<file path="src/rtl/instruction_decode_stage_pkg.sv">
// Shared RV32I decode definitions: opcode values, the canonical NOP and a
// per-opcode property table used by the decode stage and its immediate generator.
package instruction_decode_stage_pkg;

    localparam logic [6:0] OP_R      = 7'b0110011;
    localparam logic [6:0] OP_IMM    = 7'b0010011;
    localparam logic [6:0] OP_LOAD   = 7'b0000011;
    localparam logic [6:0] OP_STORE  = 7'b0100011;
    localparam logic [6:0] OP_BRANCH = 7'b1100011;
    localparam logic [6:0] OP_JAL    = 7'b1101111;
    localparam logic [6:0] OP_JALR   = 7'b1100111;
    localparam logic [6:0] OP_LUI    = 7'b0110111;
    localparam logic [6:0] OP_AUIPC  = 7'b0010111;

    // addi x0,x0,0
    localparam logic [31:0] RV_NOP = 32'h0000_0013;

    typedef struct packed {
        logic legal;
        logic uses_rs1;
        logic uses_rs2;
        logic writes_rd;
        logic mem_read;
    } op_info_t;

    // Unknown opcodes keep uses_rs1 set so a hazard on them is still resolved
    // conservatively, but never write rd or read memory.
    function automatic op_info_t decode_opcode(input logic [6:0] opcode);
        op_info_t info;
        info = '{legal: 1'b1, uses_rs1: 1'b1, uses_rs2: 1'b0,
                 writes_rd: 1'b0, mem_read: 1'b0};
        case (opcode)
            OP_R:      begin info.uses_rs2 = 1'b1; info.writes_rd = 1'b1; end
            OP_IMM:    info.writes_rd = 1'b1;
            OP_LOAD:   begin info.writes_rd = 1'b1; info.mem_read = 1'b1; end
            OP_STORE:  info.uses_rs2 = 1'b1;
            OP_BRANCH: info.uses_rs2 = 1'b1;
            OP_JAL:    begin info.uses_rs1 = 1'b0; info.writes_rd = 1'b1; end
            OP_JALR:   info.writes_rd = 1'b1;
            OP_LUI,
            OP_AUIPC:  begin info.uses_rs1 = 1'b0; info.writes_rd = 1'b1; end
            default:   info.legal = 1'b0;
        endcase
        return info;
    endfunction

endpackage

</file>
<file path="src/rtl/instruction_decode_stage_imm_gen.sv">
// Combinational RV32I immediate generator: selects the I/S/B/U/J layout from
// the opcode and sign-extends from instr[31]; R-type and unknown opcodes give 0.
module imm_gen
    import instruction_decode_stage_pkg::*;
#(
    parameter int XLEN = 32
) (
    input  logic [31:0]     instr,
    output logic [XLEN-1:0] imm
);

    logic sign;
    assign sign = instr[31];

    always_comb begin
        // NOTE: default first so every path assigns imm and no latch is inferred.
        imm = '0;
        case (instr[6:0])
            OP_IMM, OP_LOAD, OP_JALR:
                imm = {{(XLEN-11){sign}}, instr[30:20]};
            OP_STORE:
                imm = {{(XLEN-11){sign}}, instr[30:25], instr[11:7]};
            OP_BRANCH:
                imm = {{(XLEN-12){sign}}, instr[7], instr[30:25], instr[11:8], 1'b0};
            OP_LUI, OP_AUIPC:
                imm = {{(XLEN-31){sign}}, instr[30:12], 12'b0};
            OP_JAL:
                imm = {{(XLEN-20){sign}}, instr[19:12], instr[20], instr[30:21], 1'b0};
            default:
                imm = '0;
        endcase
    end

endmodule

</file>
<file path="src/rtl/instruction_decode_stage.sv">
// RV32I decode stage: IF/ID register, operand fetch with write-back forwarding,
// load-use hazard detection and the ID/EX pipeline register.
module instruction_decode_stage
    import instruction_decode_stage_pkg::*;
#(
    parameter int          XLEN      = 32,
    parameter logic [31:0] NOP_INSTR = RV_NOP
) (
    input  logic            clk,
    input  logic            reset,
    input  logic            ifValid,
    input  logic [31:0]     ifInstr,
    input  logic [XLEN-1:0] ifPc,
    input  logic            flush,
    output logic            stall,
    output logic [4:0]      readRegister1,
    output logic [4:0]      readRegister2,
    input  logic [XLEN-1:0] readData1,
    input  logic [XLEN-1:0] readData2,
    input  logic            wbRegWrite,
    input  logic [4:0]      wbRd,
    input  logic [XLEN-1:0] wbData,
    output logic            exValid,
    output logic [XLEN-1:0] exPc,
    output logic [XLEN-1:0] exRs1Data,
    output logic [XLEN-1:0] exRs2Data,
    output logic [XLEN-1:0] exImm,
    output logic [4:0]      exRs1,
    output logic [4:0]      exRs2,
    output logic [4:0]      exRd,
    output logic [6:0]      exOpcode,
    output logic [2:0]      exFunct3,
    output logic            exFunct7b5,
    output logic            exMemRead,
    output logic            exRegWrite,
    output logic            exIllegal
);

    typedef struct packed {
        logic            valid;
        logic [XLEN-1:0] pc;
        logic [XLEN-1:0] rs1_data;
        logic [XLEN-1:0] rs2_data;
        logic [XLEN-1:0] imm;
        logic [4:0]      rs1;
        logic [4:0]      rs2;
        logic [4:0]      rd;
        logic [6:0]      opcode;
        logic [2:0]      funct3;
        logic            funct7b5;
        logic            mem_read;
        logic            reg_write;
        logic            illegal;
    } id_ex_t;

    logic            id_valid;
    logic [31:0]     id_instr;
    logic [XLEN-1:0] id_pc;

    always_ff @(posedge clk) begin
        // NOTE: non-blocking assignments so every register samples pre-edge values.
        if (reset) begin
            id_valid <= 1'b0;
            id_instr <= NOP_INSTR;
            id_pc    <= '0;
        end else if (flush) begin
            id_valid <= 1'b0;
            id_instr <= NOP_INSTR;
            id_pc    <= '0;
        end else if (!stall) begin
            id_valid <= ifValid;
            id_instr <= ifInstr;
            id_pc    <= ifPc;
        end
    end

    logic [4:0]      rs1;
    logic [4:0]      rs2;
    logic [4:0]      rd;
    logic [6:0]      opcode;
    op_info_t        info;
    logic [XLEN-1:0] imm;

    assign rs1    = id_instr[19:15];
    assign rs2    = id_instr[24:20];
    assign rd     = id_instr[11:7];
    assign opcode = id_instr[6:0];
    assign info   = decode_opcode(opcode);

    assign readRegister1 = rs1;
    assign readRegister2 = rs2;

    imm_gen #(.XLEN(XLEN)) u_imm_gen (
        .instr (id_instr),
        .imm   (imm)
    );

    // The bubble this inserts clears exMemRead, so the stall self-releases after one cycle.
    assign stall = id_valid && exValid && exMemRead && (exRd != 5'd0) &&
                   (((exRd == rs1) && info.uses_rs1) || ((exRd == rs2) && info.uses_rs2));

    logic [XLEN-1:0] rs1_data;
    logic [XLEN-1:0] rs2_data;

    always_comb begin
        rs1_data = readData1;
        rs2_data = readData2;
        if (rs1 == 5'd0)
            rs1_data = '0;
        else if (wbRegWrite && (wbRd == rs1))
            rs1_data = wbData;
        if (rs2 == 5'd0)
            rs2_data = '0;
        else if (wbRegWrite && (wbRd == rs2))
            rs2_data = wbData;
    end

    id_ex_t id_ex_d;
    id_ex_t id_ex_q;

    always_comb begin
        id_ex_d           = '0;
        id_ex_d.valid     = 1'b1;
        id_ex_d.pc        = id_pc;
        id_ex_d.rs1_data  = rs1_data;
        id_ex_d.rs2_data  = rs2_data;
        id_ex_d.imm       = imm;
        id_ex_d.rs1       = rs1;
        id_ex_d.rs2       = rs2;
        id_ex_d.rd        = rd;
        id_ex_d.opcode    = opcode;
        id_ex_d.funct3    = id_instr[14:12];
        id_ex_d.funct7b5  = id_instr[30];
        id_ex_d.mem_read  = info.mem_read;
        id_ex_d.reg_write = info.writes_rd && (rd != 5'd0);
        id_ex_d.illegal   = !info.legal;
    end

    always_ff @(posedge clk) begin
        if (reset || flush || stall || !id_valid)
            id_ex_q <= '0;
        else
            id_ex_q <= id_ex_d;
    end

    assign exValid    = id_ex_q.valid;
    assign exPc       = id_ex_q.pc;
    assign exRs1Data  = id_ex_q.rs1_data;
    assign exRs2Data  = id_ex_q.rs2_data;
    assign exImm      = id_ex_q.imm;
    assign exRs1      = id_ex_q.rs1;
    assign exRs2      = id_ex_q.rs2;
    assign exRd       = id_ex_q.rd;
    assign exOpcode   = id_ex_q.opcode;
    assign exFunct3   = id_ex_q.funct3;
    assign exFunct7b5 = id_ex_q.funct7b5;
    assign exMemRead  = id_ex_q.mem_read;
    assign exRegWrite = id_ex_q.reg_write;
    assign exIllegal  = id_ex_q.illegal;

endmodule

</file>
<file path="config.mk">
export PLATFORM = sky130hd
export DESIGN_NAME = instruction_decode_stage
export DESIGN_NICKNAME = d
export VERILOG_FILES = /design/src/rtl/instruction_decode_stage_pkg.sv /design/src/rtl/instruction_decode_stage_imm_gen.sv /design/src/rtl/instruction_decode_stage.sv
export SDC_FILE = /design/constraint.sdc
export NUM_CORES = 1
export LEC_CHECK = 0
export CORE_MARGIN = 8
export CORE_UTILIZATION = 46
export DETAILED_ROUTE_END_ITERATION = 16
export PLACE_DENSITY = 0.84
export RECOVER_POWER = 25
export SLEW_MARGIN = 5
export SYNTH_ARGS = -nofsm -noshare
export SYNTH_HDL_FRONTEND = slang
export SYNTH_SLANG_ARGS = --single-unit
</file>
<file path="constraint.sdc">
create_clock -name clk -period 6 [get_ports clk]
set_input_delay 0.9 -clock clk [delete_from_list [all_inputs] [get_ports clk]]
set_output_delay 0.9 -clock clk [all_outputs]
set_load 0.02 [all_outputs]
</file>
==> results.cfg <==
[sta]
skew_ps = 10.2
max_freq_ghz = 0.228
tns_ps = 0
hold_viol = 0
relSlewSlack_pct = -43.0
fin_crit_ps = 4380
setup_viol_count_final = 0
fin_ws_ps = 1620
rsz0062_at_grt = false
slew_violations = 37
worst_pin_slew_ps = 2140
period_share_pct = 73.0

[clocking]
numCtsBuffers = 24
cts_setup_buffers = 0
cts_buffer_depth = 3
cts.sinks = 223
cts_resized = 0
cts-root-buf = clkbuf_16
insertion_delay_ps = 500
h-tree-depth = 1
hold_buffers = 0
cts_tree = done
path_clk_slew_ps = 60

[critical_path]
crit_fanout = 66
reg2reg_slack_ps = 2700
cp.arrival_ps = 4820
critPathSlowestCell = nor2_1
endpoint_kind = flip-flop
critPathLaunchType = input pin
crit_chain = dlygate4sd3_1 -> nor2_1 -> nand2_1 -> a31o_1 -> o21bai_4 -> inv_2 -> and3_1
crit_type = in2reg
cp_slowest_stage_delay_ps = 1590
worstPathRequired_ps = 6440

[yosys]
synthTopCellsByCount = dfxtp_1, nand2_1, mux2i_1
synth.top_cells.by_area = dfxtp_1, mux2i_1, nand2_1, and2_1, nor3_1
synth_top_area_share_pct = 54.2
avgSynthCellArea_um2 = 10.1
synth_most_common_cell = dfxtp_1
ys_seq_area_share_pct = 54.2
yosysUniqueCellTypes = 46
synth_nets = 988
yosys_warnings = 0
synthFlopType = dfxtp_1
synth-edff-count = 0
postSynth.asyncResetShare_pct = 0
ys_seq_elements = 223
netlist_instances = 818
yosys.area.top_type = dfxtp_1
netlist_area_um2 = 8240

[power_and_ir_drop]
powerDensity_nw_per_um2 = 257
vdd_drop_max_mv = 0.177
leakagePower_nw = 5.16

[drt]
wl_um = 26700
first_iter_violations = 379
num_vias = 6817
first_pass_iters = 4
drc = 0
viasPerCell = 5.00
drtAntennaViolNets = 0
wl_per_cell_um = 19.6

[cells_and_area]
register_area_um2 = 4460
final_nets = 1285
fill_cells = 1366
syn_to_final_growth_pct = 49.0
layout-drive-gt1-share_pct = 4.51
multiInputGateArea_um2 = 3350
utilization_pct = 69.0

[outcome]
status = complete, but fails checks
failed_checks = max-capacitance violations, max-slew violations

[grt]
grt_max_degree = 90
grt_pass1_wl_um = 39900
grt_overflow = 0
busiest_layer = met2
globalRouteMet2Util_pct = 39.8
track_usage_pct = 22.6
grt_util_met3_pct = 7.23
antenna_found_initial = 2
grt_pass1_vias = 6920
met1_usage_pct = 25.5

[worst_hold_path]
hp-class = reg2reg

[die]
start_util_pct = 46.3
die_area_um2 = 22400
io_pins = 339
core_region_area_um2 = 17800
placementRows = 49
die_x_um = 150
die_h_um = 150

[placed_design]
dp_worst_setup_slack_ps = 2310
dp_hpwl_um = 19500
gp_congestion = 0.880
port_buffers = 338

[run]
cap_violations = 1
[final timing paths]
kind,startpoint,end,cells after the start
setup / recovery,flush,exImm[9],7
hold / removal,id_pc[31],id_pc[31],2
setup reg to reg,id_instr[0],id_pc[22],6
hold reg to reg,id_pc[31],id_pc[31],2
[power by group]
group,switching (mW),internal [mW],leakage [nW],total (mW)
sequential,0.0207,1.50,1.81,1.52
clock,0.571,0.793,0.362,1.36
combinational,0.111,0.149,2.99,0.260
[registers in the layout, summed over array words and instances (netlist names)]
name	cells
exRd	5
exOpcode	7
exRegWrite	1
exMemRead	1
exRs1Data	32
exPc	32
exValid	1
id_pc	32
exFunct7b5	1
exImm	32
exRs1	5
id_valid	1
exRs2	5
exFunct3	3
exRs2Data	32
exIllegal	1
id_instr	32
[critical path: cells and delay by family]
family	cells	cell delay, ps
and+or+nand+nor	3	2070
buffers and inverters	2	1230
AOI/OAI and AO/OA	2	580
[layer usage]
| layer | up-vias | routed length (um) | part of all wire [%] |
|---|---|---|---|
| met2 | 270 | 13200 | 50 |
| met3 | 48 | 2550 | 9.6 |
| li1 | 3326 | - | - |
| met5 | - | 0 | 0 |
| met1 | 3173 | 10200 | 38 |
| met4 | 0 | 624 | 2.3 |
[area by class of cell]
class | count | share of cell area [%]
inverter | 1 | 0.0306
clock inverter | 6 | 0.398
tap | 229 | 2.33
multi-input combinational | 521 | 27.3
antenna | 2 | 0.0408
sequential | 223 | 36.4
clock buffer | 37 | 5.62
timing repair buffer | 344 | 27.9
[layout by cell type, fill, tap and decap left out, drive strengths merged, types with 2 or more instances in the layout]
cell type,count
clkdlybuf4s50,247
dfxtp,223
nand2,148
mux2i,128
dlygate4sd3,91
nor3,71
and2,58
clkbuf,37
a21oi,23
nor2,19
xor2,14
and3,9
xnor2,6
buf,6
clkinv,6
nand3,4
nor4,4
a22oi,4
or4,3
diode,2
a21o,2
nand4,2
or3,2
nand2b,2
o21ai,2
or2,2
[through the flow]
step / power [mW] / cell area (um2) / hold slack (ps) / std cells
6_report: 3.15 / 12300 / 448 / 1363
4_1_cts: 3.18 / 12300 / 452 / 1361
3_3_place_gp: 1.81 / 11500 / 433 / 1318
2_1_floorplan: 1.66 / 8240 / 430 / 818
5_1_grt: 3.26 / 12300 / 460 / 1363
3_5_place_dp: 1.82 / 11500 / 439 / 1318
[logic make-up after synthesis]
| kind of cell | Yosys count | synth area share [%] |
|---|---|---|
| buffers and inverters | 74 | 5.65 |
| DFF | 223 | 54.2 |
| AOI/OAI and AO/OA | 41 | 3.13 |
| xor gates and xnor gates | 20 | 2.13 |
| muxes | 128 | 15.6 |
| and+or+nand+nor | 332 | 19.3 |
(Power assumes the default switching activity.)
